--- config.mk ---
export PLATFORM = sky130hd
export DESIGN_NAME = id_ex_pipe_reg
export DESIGN_NICKNAME = d
export VERILOG_FILES = /design/src/rtl/id_ex_pkg.sv /design/src/rtl/id_ex_skid_ctrl.sv /design/src/rtl/id_ex_pipe_reg.sv
export SDC_FILE = /design/constraint.sdc
export NUM_CORES = 1
export LEC_CHECK = 0
export CELL_PAD_IN_SITES_DETAIL_PLACEMENT = 1
export CELL_PAD_IN_SITES_GLOBAL_PLACEMENT = 1
export CORE_ASPECT_RATIO = 1.1
export CORE_UTILIZATION = 40
export CTS_CLUSTER_SIZE = 12
export DETAILED_ROUTE_END_ITERATION = 6
export HOLD_SLACK_MARGIN = 0.05
export MAX_ROUTING_LAYER = met4
export PLACE_DENSITY = 0.81
export SLEW_MARGIN = 40
export SYNTH_ARGS = -nofsm -noshare
export SYNTH_HDL_FRONTEND = slang
export SYNTH_SLANG_ARGS = --single-unit
--- constraint.sdc ---
create_clock -name clk -period 3.2 [get_ports clk]
set_clock_uncertainty 0.05 [all_clocks]
set_input_delay 0.48 -clock clk [delete_from_list [all_inputs] [get_ports clk]]
set_output_delay 0.48 -clock clk [all_outputs]
set_load 0.02 [all_outputs]
--- src/rtl/id_ex_pkg.sv ---
// Shared types and constants for the ID/EX pipeline register slice.
package id_ex_pkg;

  localparam int unsigned DEF_WIDTH = 32;
  localparam int unsigned DEF_EX_W  = 3;
  localparam int unsigned DEF_M_W   = 3;
  localparam int unsigned DEF_WB_W  = 2;

  localparam int unsigned RD_LSB   = 7;
  localparam int unsigned RS1_LSB  = 15;
  localparam int unsigned RS2_LSB  = 20;
  localparam int unsigned REGIDX_W = 5;

  typedef enum logic [1:0] {
    EMPTY = 2'd0,
    ONE   = 2'd1,
    FULL  = 2'd2
  } skid_state_t;

  typedef struct packed {
    logic [DEF_EX_W-1:0]  ex;
    logic [DEF_M_W-1:0]   m;
    logic [DEF_WB_W-1:0]  wb;
    logic [DEF_WIDTH-1:0] pc_addr;
    logic [DEF_WIDTH-1:0] reg1;
    logic [DEF_WIDTH-1:0] reg2;
    logic [DEF_WIDTH-1:0] immediate;
    logic [DEF_WIDTH-1:0] instruction;
  } id_ex_bundle_t;

endpackage

--- src/rtl/id_ex_skid_ctrl.sv ---
// Skid-buffer occupancy FSM: registered in_ready/out_valid plus load/promote strobes.
// Optional ID_EX_PERF_CNT_EN adds stall/bubble counters.
module id_ex_skid_ctrl
  import id_ex_pkg::*;
(
  input  logic        clk,
  input  logic        reset,
  input  logic        flush,
  input  logic        in_valid,
  input  logic        out_ready,
  output logic        in_ready,
  output logic        out_valid,
  output logic        load_main,
  output logic        load_skid,
  output logic        promote
`ifdef ID_EX_PERF_CNT_EN
  ,
  output logic [31:0] stall_cnt,
  output logic [31:0] bubble_cnt
`endif
);

  skid_state_t state, state_d;
  logic        accept, consume;

  always_comb begin
    accept    = in_valid & in_ready & ~flush;
    consume   = out_valid & out_ready;
    state_d   = state;
    load_main = 1'b0;
    load_skid = 1'b0;
    promote   = 1'b0;
    if (flush) begin
      state_d = EMPTY;
    end else begin
      unique case (state)
        EMPTY: if (accept) begin
          state_d   = ONE;
          load_main = 1'b1;
        end
        ONE: begin
          if (accept && consume) begin
            load_main = 1'b1;
          end else if (accept) begin
            state_d   = FULL;
            load_skid = 1'b1;
          end else if (consume) begin
            state_d = EMPTY;
          end
        end
        FULL: if (consume) begin
          state_d = ONE;
          promote = 1'b1;
        end
        default: state_d = EMPTY;
      endcase
    end
  end

  // Handshake outputs are registered copies of the next-state decode.
  always_ff @(posedge clk or negedge reset) begin
    if (!reset) begin
      state     <= EMPTY;
      in_ready  <= 1'b1;
      out_valid <= 1'b0;
    end else begin
      state     <= state_d;
      in_ready  <= (state_d != FULL);
      out_valid <= (state_d != EMPTY);
    end
  end

`ifdef ID_EX_PERF_CNT_EN
  logic squash;

  // A flush only drops work if something stays unconsumed this cycle.
  always_comb begin
    squash = flush & ((state == FULL) | ((state == ONE) & ~consume));
  end

  always_ff @(posedge clk or negedge reset) begin
    if (!reset) begin
      stall_cnt  <= '0;
      bubble_cnt <= '0;
    end else begin
      if (in_valid && !in_ready) stall_cnt <= stall_cnt + 32'd1;
      if (!out_valid || squash)  bubble_cnt <= bubble_cnt + 32'd1;
    end
  end
`endif

endmodule

--- src/rtl/id_ex_pipe_reg.sv ---
// ID/EX pipeline register with 2-entry skid buffer, flush and register-index extraction.
// Define ID_EX_PERF_CNT_EN to add stall_cnt/bubble_cnt performance counters.
module id_ex_pipe_reg
  import id_ex_pkg::*;
#(
  parameter int unsigned WIDTH = DEF_WIDTH,
  parameter int unsigned EX_W  = DEF_EX_W,
  parameter int unsigned M_W   = DEF_M_W,
  parameter int unsigned WB_W  = DEF_WB_W
) (
  input  logic                clk,
  input  logic                reset,
  input  logic                flush,
  input  logic                in_valid,
  output logic                in_ready,
  input  logic [EX_W-1:0]     ex,
  input  logic [M_W-1:0]      m,
  input  logic [WB_W-1:0]     wb,
  input  logic [WIDTH-1:0]    pc_addr,
  input  logic [WIDTH-1:0]    reg1,
  input  logic [WIDTH-1:0]    reg2,
  input  logic [WIDTH-1:0]    immediate,
  input  logic [WIDTH-1:0]    instruction,
  output logic                out_valid,
  input  logic                out_ready,
  output logic                alu_src_out,
  output logic [EX_W-2:0]     alu_op_out,
  output logic [M_W-1:0]      m_out,
  output logic [WB_W-1:0]     wb_out,
  output logic [WIDTH-1:0]    pc_addr_out,
  output logic [WIDTH-1:0]    reg1_out,
  output logic [WIDTH-1:0]    reg2_out,
  output logic [WIDTH-1:0]    immediate_out,
  output logic [WIDTH-1:0]    instruction_out,
  output logic [REGIDX_W-1:0] rd_out,
  output logic [REGIDX_W-1:0] rs1_out,
  output logic [REGIDX_W-1:0] rs2_out
`ifdef ID_EX_PERF_CNT_EN
  ,
  output logic [31:0]         stall_cnt,
  output logic [31:0]         bubble_cnt
`endif
);

  if (EX_W < 2) begin : g_ex_w_check
    $error("id_ex_pipe_reg: EX_W must be >= 2");
  end

  localparam int unsigned BW = EX_W + M_W + WB_W + 5 * WIDTH;

  logic              load_main, load_skid, promote;
  logic [BW-1:0]     in_bundle, main_q, skid_q;
  logic [EX_W-1:0]   main_ex;
  logic [M_W-1:0]    main_m;
  logic [WB_W-1:0]   main_wb;
  logic [WIDTH-1:0]  main_instr;

  id_ex_skid_ctrl u_ctrl (
    .clk        (clk),
    .reset      (reset),
    .flush      (flush),
    .in_valid   (in_valid),
    .out_ready  (out_ready),
    .in_ready   (in_ready),
    .out_valid  (out_valid),
    .load_main  (load_main),
    .load_skid  (load_skid),
    .promote    (promote)
`ifdef ID_EX_PERF_CNT_EN
    ,
    .stall_cnt  (stall_cnt),
    .bubble_cnt (bubble_cnt)
`endif
  );

  assign in_bundle = {ex, m, wb, pc_addr, reg1, reg2, immediate, instruction};

  always_ff @(posedge clk or negedge reset) begin
    if (!reset) begin
      main_q <= '0;
      skid_q <= '0;
    end else begin
      if (load_main)    main_q <= in_bundle;
      else if (promote) main_q <= skid_q;
      if (load_skid)    skid_q <= in_bundle;
    end
  end

  assign {main_ex, main_m, main_wb, pc_addr_out, reg1_out, reg2_out,
          immediate_out, main_instr} = main_q;

  // Controls become a bubble when nothing is valid; data just holds.
  assign alu_src_out     = out_valid & main_ex[EX_W-1];
  assign alu_op_out      = out_valid ? main_ex[EX_W-2:0] : '0;
  assign m_out           = out_valid ? main_m : '0;
  assign wb_out          = out_valid ? main_wb : '0;
  assign instruction_out = main_instr;
  assign rd_out          = main_instr[RD_LSB +: REGIDX_W];
  assign rs1_out         = main_instr[RS1_LSB +: REGIDX_W];
  assign rs2_out         = main_instr[RS2_LSB +: REGIDX_W];

endmodule

==> out/results.txt, run 1 <==
The critical path runs through a total of 2 cells. The logs give 16290 sq um for the combined area of all synthesized cells and 1938 for the number of instances in the placed design. The share of synthesized registers carrying an async set or reset is 100.0%, and the post-route setup TNS is 0 ns. When the netlist entered floorplanning its net count stood at 1513. The tools report the number of fillers in the final layout as 4065. Entering global routing, the biggest net connects 170 pins. For the post-synthesis cell count, the log shows 1340. The worst setup path is launched from a register. CTS root buffer: sky130_fd_sc_hd__clkbuf_16.

After clock tree synthesis, the clock-pin slew on the worst setup and hold paths is 0.06 ns. Summing the areas of all xor and xnor instances in the mapped netlist gives 0% of the synthesized area. Setup repair after global routing left no endpoint under its margin. The height of the die came out at 213.7 microns. The run gives 0 as the remaining design rule violation count. The worst path meets setup with 0.6180 ns of slack. The maximum fanout count along the critical path was 13. The run gives 3 as the maximum buffer depth of the clock tree. At the worst endpoint, the required time is 2.67 ns. Measured on the finished design, the core utilization comes to 50.35%. The worst hold path belongs to the class primary input to register. The number of unique standard cell types used by synthesis is 25. The run gives 387.3 MHz as the top achievable clock speed. The count of port buffers added during placement was 357. The overall die width was 194.4 microns; the share of the synthesized area in compound gates (AO/OA/AOI/OAI) was 10.62%. After the last flow step, the layout net total stands at 1640. Across all hold checks on the routed design, the worst slack comes to 0.3526 ns. The max-slew violation count is 0, and the first-pass iteration count of the detailed router is 4. The critical path is of the register to output pin type. In this run, the number of DRC markers left after iteration 0 of detailed routing was 498. Count of vias placed by the detailed router: 11700. The number of global-route vias before repair came out at 12860. At the worst endpoint, the arrival time is 2.05 ns. The fraction of power spent switching nets was 30.59%.

Routability-driven placement finished with a final weighted congestion of 0.7473. The category of the worst setup path capture point was an output pin. After layout, the worst path uses 80.69% of the clock period. For the aggregate global-route resource usage, the log shows 23.98%. Dividing the detail-routed via count by the number of cells gives 5.816.

First-pass GRT wire length: 76400 microns. The synthesized netlist devotes 13.71% of its cell area to simple gates. The synthesized design contains 340 register bits. The run gives 27.4% as the part of the total power dissipated in the clock network. Summing the sequential cell areas from Yosys gives 52.23% of the chip area. For the design internal power, the log shows 10.80 mW. After global routing the overflow that remains totals 0. After synthesis, the largest family of logic cells by area is simple AND/OR/NAND/NOR gates. Library cell with the highest instance count after synthesis: sky130_fd_sc_hd__dfrtp_1. The post-synthesis area per instance came out at 12.16 sq um.

The number of max-cap violations is 0. The total length of routed wires was 48770 microns. For this run, the leading register cell type out of synthesis is sky130_fd_sc_hd__dfrtp_1. TritonCTS built the clock tree. Yosys attributes the largest share of cell area to sky130_fd_sc_hd__dfrtp_1, sky130_fd_sc_hd__or3_1, sky130_fd_sc_hd__mux2_2. The number of enable-type register cells in the synthesized netlist was 0. The critical path startpoint is u_ctrl.out_valid.

The placed wire-length estimate came out at 29830 microns. The run finished with clean final reports. Summed over all cells, the static leakage comes to 7.883 nW. Worst setup timing slack at the placement stage: 0.4860 ns.

The actual slew at the worst max-slew pin works out to 0.7795 ns. In this run the worst setup path terminates at alu_op_out[1]. In this run the register-to-register setup slack is 0.83 ns. The worst reg2reg path depth came out at 5.

The die covers 41540 sq um. Proportion of power drawn by combinational gates: 29.7%. VDD sags by at most 492.6 uV. The adder and majority gate portion of the synthesized area works out to 0%.

The largest individual stage delay along the critical path comes from the cell sky130_fd_sc_hd__dfrtp_1. The wire length per cell is 24.25 microns, and the fraction of layout instances using a drive strength above 1 is 17.47%. In this design, the largest share of critical-path delay is due to flip-flops.

The worst relative slew slack was 48.03%; the delay of the slowest critical-path stage was 0.65 ns. After floorplanning, the core was divided into 77 placement rows. The worst register-to-register path ends at main_q[9]. Number of buffer and inverter instances along the worst setup path: 1. The startpoint identified for the worst hold timing path is flush. During I/O placement, the number of pins put on the boundary was 358.

At the later pin of the worst-skew pair, clock insertion delay measures 0.54 ns. Once detail routing completed, the nets flagged for antenna violations numbered 0. The total number of clock tree sinks came out at 340.

The core region is 40170 sq um. Once the floorplan was initialized, standard cells occupied 40.56% of the core. Multiplexer cells account for 11.61% of the synthesized area. For the count of yosys warnings during synthesis, the log shows 0. The analysis attributes to net switching a power of 4.762 mW. Largest area contributor in the netlist: sky130_fd_sc_hd__dfrtp_1. The critical path goes through and2_1, clkdlybuf4s50_1. Power spread over the standard cell area amounts to 769.4 nW/um^2. The commonest cells after synthesis are sky130_fd_sc_hd__dfrtp_1, sky130_fd_sc_hd__or3_1, sky130_fd_sc_hd__buf_4. The level count of the clock H-tree is 2. The finished layout holds 2011 standard cells, fillers aside.

Compared with the post-synthesis result, the final layout area differs by 24.15%. Of the post-synthesis cell area, the dominant cell type holds 52.07%. The number of hold violations in the final report came out at 0. Per report_power, the sequential group accounts for 42.9% of the total. For the initial antenna violation count, the log shows 2. The tools report the startpoint of the worst register-to-register path as u_ctrl.out_valid.

In this run, post-CTS repair resized a total of 0 instances. Setup violations remaining at the end of the flow were counted as 0. The final critical path time including I/O delays and setup was 2.582 ns; the number of clock buffers inserted by TritonCTS was 39.
worst reg2reg max path, cell delays in order, from the launching register on:
cell	delay [ns]
sky130_fd_sc_hd__dfrtp_1	0.56
sky130_fd_sc_hd__a21boi_4	0.28
sky130_fd_sc_hd__buf_12	0.33
sky130_fd_sc_hd__buf_4	0.65
sky130_fd_sc_hd__or3_1	0.26
sky130_fd_sc_hd__o311a_1	0.17
logic make-up after synthesis:
family	count (synthesis)
AO/OA/AOI/OAI	173
multiplexers	168
buffers and inverters	304
flip-flops	340
AND/OR/NAND/NOR	355
placed cells by master, fill, tap and decap left out, types with 5 or more instances in the layout:
master                              n
sky130_fd_sc_hd__o311a_1          168
sky130_fd_sc_hd__dfrtp_1          339
sky130_fd_sc_hd__buf_12            13
sky130_fd_sc_hd__clkbuf_1          14
sky130_fd_sc_hd__clkdlybuf4s50_1  355
sky130_fd_sc_hd__clkbuf_8           5
sky130_fd_sc_hd__and2_1             8
sky130_fd_sc_hd__clkbuf_16         39
sky130_fd_sc_hd__mux2_2           168
sky130_fd_sc_hd__buf_4             19
sky130_fd_sc_hd__or3_1            336
power by group through the flow:
stage                     clock network [mW]  logic [mW]  registers [mW]
after CTS                               4.38        4.68            6.67
after detailed placement                   0        4.65            6.71
after global placement                     0        4.49            6.56
after global routing                    4.53        4.90            6.84
after floorplan                            0        3.46            6.39
final                                   4.26        4.62            6.68
registers in the layout, indices dropped and copies added (netlist names):
| register | flops |
|---|---|
| skid_q | 168 |
| u_ctrl.in_ready | 1 |
| u_ctrl.out_valid | 1 |
| main_q | 168 |
| u_ctrl.state | 2 |
cell type report:
cell class                 count  area (sq um)  area share [%]
inverter                       1         3.754         0.01856
tap                          513         641.9           3.173
clock inverter                10         91.34          0.4515
timing repair buffer         389          3981           19.68
sequential                   340          8509           42.07
antenna                        4         10.01         0.04948
multi-input combinational    696          5893           29.13
clock buffer                  58          1097           5.425
how the worst min path moves through the flow:
stage / to / slack (ns) / cells after the start
CTS: main_q[3] / 0.32 / 3
finish: main_q[3] / 0.35 / 3
floorplan: main_q[0] / 0.13 / 0
global route: main_q[6] / 0.36 / 3
detailed placement: skid_q[34] / 0.44 / 1
global placement: skid_q[148] / 0.43 / 1
stage by stage:
step	power [mW]	instance area, sq um
6_report	15.56	20230
5_1_grt	16.27	20220
4_1_cts	15.73	20220
3_5_place_dp	11.36	19020
3_3_place_gp	11.05	19020
2_1_floorplan	9.852	16290
metal layers:
metal  vias up  global-route usage [%]  part of all wire, %
li1       5111                       -                    -
met1      6136                   29.05                   41
met2       356                   39.54                   51
met3        92                   4.844                  5.7
met4         0                   9.305                  3.1
met5         -                       -                    0
timing repair:
item                      in CTS  in global routing
hold endpoints to repair      65                  0
hold buffers                   1                  0
buffers inserted               0                  0
(Power assumes the default switching activity.)
==> run 2, diff against run 1 <==
--- a/config.mk
+++ b/config.mk
@@ -8,12 +8,12 @@
 export CELL_PAD_IN_SITES_DETAIL_PLACEMENT = 1
 export CELL_PAD_IN_SITES_GLOBAL_PLACEMENT = 1
 export CORE_ASPECT_RATIO = 1.1
-export CORE_UTILIZATION = 40
+export CORE_UTILIZATION = 37
 export CTS_CLUSTER_SIZE = 12
 export DETAILED_ROUTE_END_ITERATION = 6
 export HOLD_SLACK_MARGIN = 0.05
 export MAX_ROUTING_LAYER = met4
-export PLACE_DENSITY = 0.81
+export PLACE_DENSITY = 0.79
 export SLEW_MARGIN = 40
 export SYNTH_ARGS = -nofsm -noshare
 export SYNTH_HDL_FRONTEND = slang
==> constraint.sdc (replaced) <==
create_clock -name clk -period 2.15 [get_ports clk]
set_clock_uncertainty 0.05 [all_clocks]
set_input_delay 0.3225 -clock clk [delete_from_list [all_inputs] [get_ports clk]]
set_output_delay 0.3225 -clock clk [all_outputs]
set_load 0.02 [all_outputs]
==> run 2 against run 1 <==
Against the previous run: first-iteration DRC count grew 22%; cell count rose by 5.5%; register-to-register slack worse by 0.74 ns; via count up 1.7%.
==> out/results.txt, run 2 (synthesis results as in run 1) <==
TritonCTS built the clock tree. STA classifies the critical path endpoint as a register. Setup repair after global routing left no endpoint under its margin. For the first-pass GRT wire length, the log shows 78470 microns (+2.7%). Maximum fanout count along the critical path: 48 (+35). The run gives 769.6 uV (+56%) as the largest voltage drop on the vdd net. The run finished with clean final reports. The final cell count without fillers was 2122 (+5.5%). The fraction of power spent switching nets is 29.90% (-0.70 points).

The overall overflow remaining after global route came out at 0 (unchanged). The worst relative slew slack is 60.38% (+12 points). Compared with the post-synthesis result, the final layout area differs by 29.17%. For the largest net degree at the start of global routing, the log shows 120 (-29%). The total length of routed wires was 49760 microns (+2.0%). Routing usage on met3: 5.188% (+0.34 points). The floorplan die area is 44880 sq um (+8.0%). The remaining number of nets flagged by the antenna check after routing came out at 0 (unchanged). The number of rows created at floorplan was 80 (+3.9%); the level count of the clock H-tree was 2 (unchanged). Of the available clock period, the critical path in the final layout requires 95.78%. The number of instances in the placed design is 2043 (+5.4%). In the layout the commonest cells are sky130_fd_sc_hd__clkdlybuf4s50_1, sky130_fd_sc_hd__dfrtp_1, sky130_fd_sc_hd__or3_1. Kind of critical path: register to register. The global placement routability congestion was 0.8309 (+11%). The sequential group share of total power was 42.2% (-0.7 points). Type of element launching the critical path: a register. The number of max-cap violations is 0 (unchanged). The actual slew at the worst max-slew pin was 0.5944 ns (-0.1851 ns); the power density over cell area was 1120 nW/um^2 (+46%). Count of vias placed by the detailed router: 11890 (+1.7%). The total number of clock tree sinks was 340 (unchanged); the number of clock buffers inserted by TritonCTS was 38 (-2.6%). The logs give 8511 sq um (about the same) for the total area of sequential cells and 37.51% (-3.0 points) for the starting density of the core. The run gives 0.55 ns (about the same) as the source-to-sink clock delay at the later pin of the worst-skew pair. The run gives 28.3% (+0.9 points) as the part of the total power dissipated in the clock network. The boundary pin count is 358 (unchanged). The number of global-route vias before repair came out at 13290 (+3.3%). The reported net switching power is 7.049 mW (+48%).

The tools report the top achievable clock speed as 485.6 MHz. The max-slew violation count is 0 (unchanged). The tools report the first-pass iteration count of the detailed router as 4 (unchanged).

The global routing stage identified its most utilized layer as met2. The tools report the CTS root buffer as sky130_fd_sc_hd__clkbuf_16. The final instance area is 21050 sq um (+4.0%).

The average via count per standard cell was 5.603 (-3.7%). Design internal power: 16.53 mW (+53%). The height of the die works out to 222.1 microns (+3.9%). The arrival time of the worst setup path is 2.49 ns (+0.44 ns), and the count of port buffers added during placement is 357 (unchanged). The global-route met2 utilization is 37.40% (-2.1 points).

The routed design could run at a clock period as short as 2.059 ns. In the final layout, the registers with the most flip-flops are main_q: 168 flops, skid_q: 168 flops, u_ctrl.state: 2 flops. The standby leakage power is 8.291 nW (+5.2%).

Leaving out fill and tap cells, the most frequent cell in the layout is sky130_fd_sc_hd__clkdlybuf4s50_1. The logs give 0 (unchanged) for the remaining design rule violation count and 5893 sq um (unchanged) for the area of the multi-input gates. The run gives -0.1087 ns (-0.5947 ns) as the worst setup timing slack at the placement stage. The wire length per cell was 23.45 microns (-3.3%). The net count reported at finish is 1686 (+2.8%). The run gives 0 (unchanged) as the number of hold violations in the final report. Required time of the critical path: 2.58 ns (-0.09 ns). The initial antenna violation count was 8 (+6); the total setup violations reported at the end of the flow was 0 (unchanged). The iteration-0 DRC count of the detailed router is 608 (+22%), and the met1 global-route usage is 26.97% (-2.1 points). The overall die width is 202.1 microns (+3.9%), and the clock-pin slew reported for the worst setup and hold paths after clock tree synthesis is 0.06 ns (about the same). The aggregate global-route resource usage is 22.91% (-1.1 points). The logs give 32170 microns (+7.8%) for the placed wire-length estimate and 43440 sq um (+8.1%) for the placeable core region. For the smallest setup slack after layout, the log shows 0.09083 ns (-0.5272 ns). The number of fillers in the final layout was 4475 (+10%). The tightest min-delay check is of the primary input to async pin type. The tools report the standard cell area after detailed placement as 19710 sq um (+3.7%).

The logs give 29.5% (-0.2 points) for the proportion of power drawn by combinational gates and 3 (unchanged) for the maximum buffer depth of the clock tree. Fraction of layout instances using a drive strength above 1: 20.32% (+2.9 points).
==> run 2: changes by cell type in the layout (fill, tap and decap cells not counted), moves of 3 or more <==
cell,previous run,this run
sky130_fd_sc_hd__buf_12,13,37
sky130_fd_sc_hd__buf_4,19,42
sky130_fd_sc_hd__clkbuf_1,14,9
sky130_fd_sc_hd__clkbuf_8,5,9
sky130_fd_sc_hd__clkdlybuf4s50_1,355,346
sky130_fd_sc_hd__diode_2,4,8
sky130_fd_sc_hd__dlygate4sd2_1,0,9
sky130_fd_sc_hd__inv_6,3,0
==> run 2: timing repair <==
action | 4_1_cts | 5_1_grt
endpoints found under the setup margin | 10 | 0
endpoints found under the hold margin | 247 | 0
gates resized for setup | 10 | 0
buffers inserted | 3 | 0
hold buffers | 1 | 0
==> run 2: power by group through the flow <==
stage | clock [mW] | sequential, mW | combinational (mW)
after global placement | 0 | 9.82 | 6.78
after floorplan | 0 | 9.52 | 5.15
after detailed placement | 0 | 10.0 | 6.99
final | 6.68 | 9.94 | 6.96
after global routing | 7.10 | 10.2 | 7.37
after CTS | 6.87 | 9.93 | 7.03
==> run 2: layer usage <==
metal | vias up | share of wire [%]
met1 | 6252 | 40
met4 | 0 | 3.9
met5 | - | 0
met3 | 111 | 6.0
li1 | 5194 | -
met2 | 333 | 50
==> run 2: worst max-delay path: stages, from the launching register on <==
cell and delay, ns:
sky130_fd_sc_hd__dfrtp_2 0.44, sky130_fd_sc_hd__buf_12 0.14, sky130_fd_sc_hd__buf_4 0.15, sky130_fd_sc_hd__a21boi_4 0.22, sky130_fd_sc_hd__buf_12 0.14, sky130_fd_sc_hd__buf_4 0.43
sky130_fd_sc_hd__or3_1 0.21, sky130_fd_sc_hd__o311a_1 0.17
==> run 2: per-stage QoR <==
stage | setup TNS (ns) | utilization [%] | power, mW | hold WS [ns]
after detailed placement | -6.831 | 45.38 | 17.00 | 0.1890
final | 0 | 48.45 | 23.58 | 0.2035
after floorplan | 0 | - | 14.66 | -0.02309
after global placement | -0.2525 | 45.38 | 16.61 | 0.1850
after global routing | 0 | 48.45 | 24.67 | 0.2103
after CTS | 0 | 48.40 | 23.82 | 0.1910
==> run 2: cell type report <==
type	instances	area share [%]
flip-flops and latches	340	40.44
multi-input cells	696	28.00
repair buffers	436	21.97
clock inverters	8	0.4459
diodes	8	0.09512
inverters	1	0.01783
clock buffers	59	5.624
well taps	574	3.412
==> run 2: path summary, 6_finish.rpt <==
kind	startpoint	end	slack, ns	depth (start not counted)
max in group asynchronous	reset	main_q[25]	0.97	4
min in group clk	immediate[29]	skid_q[61]	0.36	2
worst min-delay path	reset	skid_q[101]	0.20	2
worst min register to register	skid_q[124]	skid_q[124]	0.45	1
worst max register to register	u_ctrl.out_valid	main_q[116]	0.09	7
worst max-delay path	u_ctrl.out_valid	main_q[116]	0.09	7
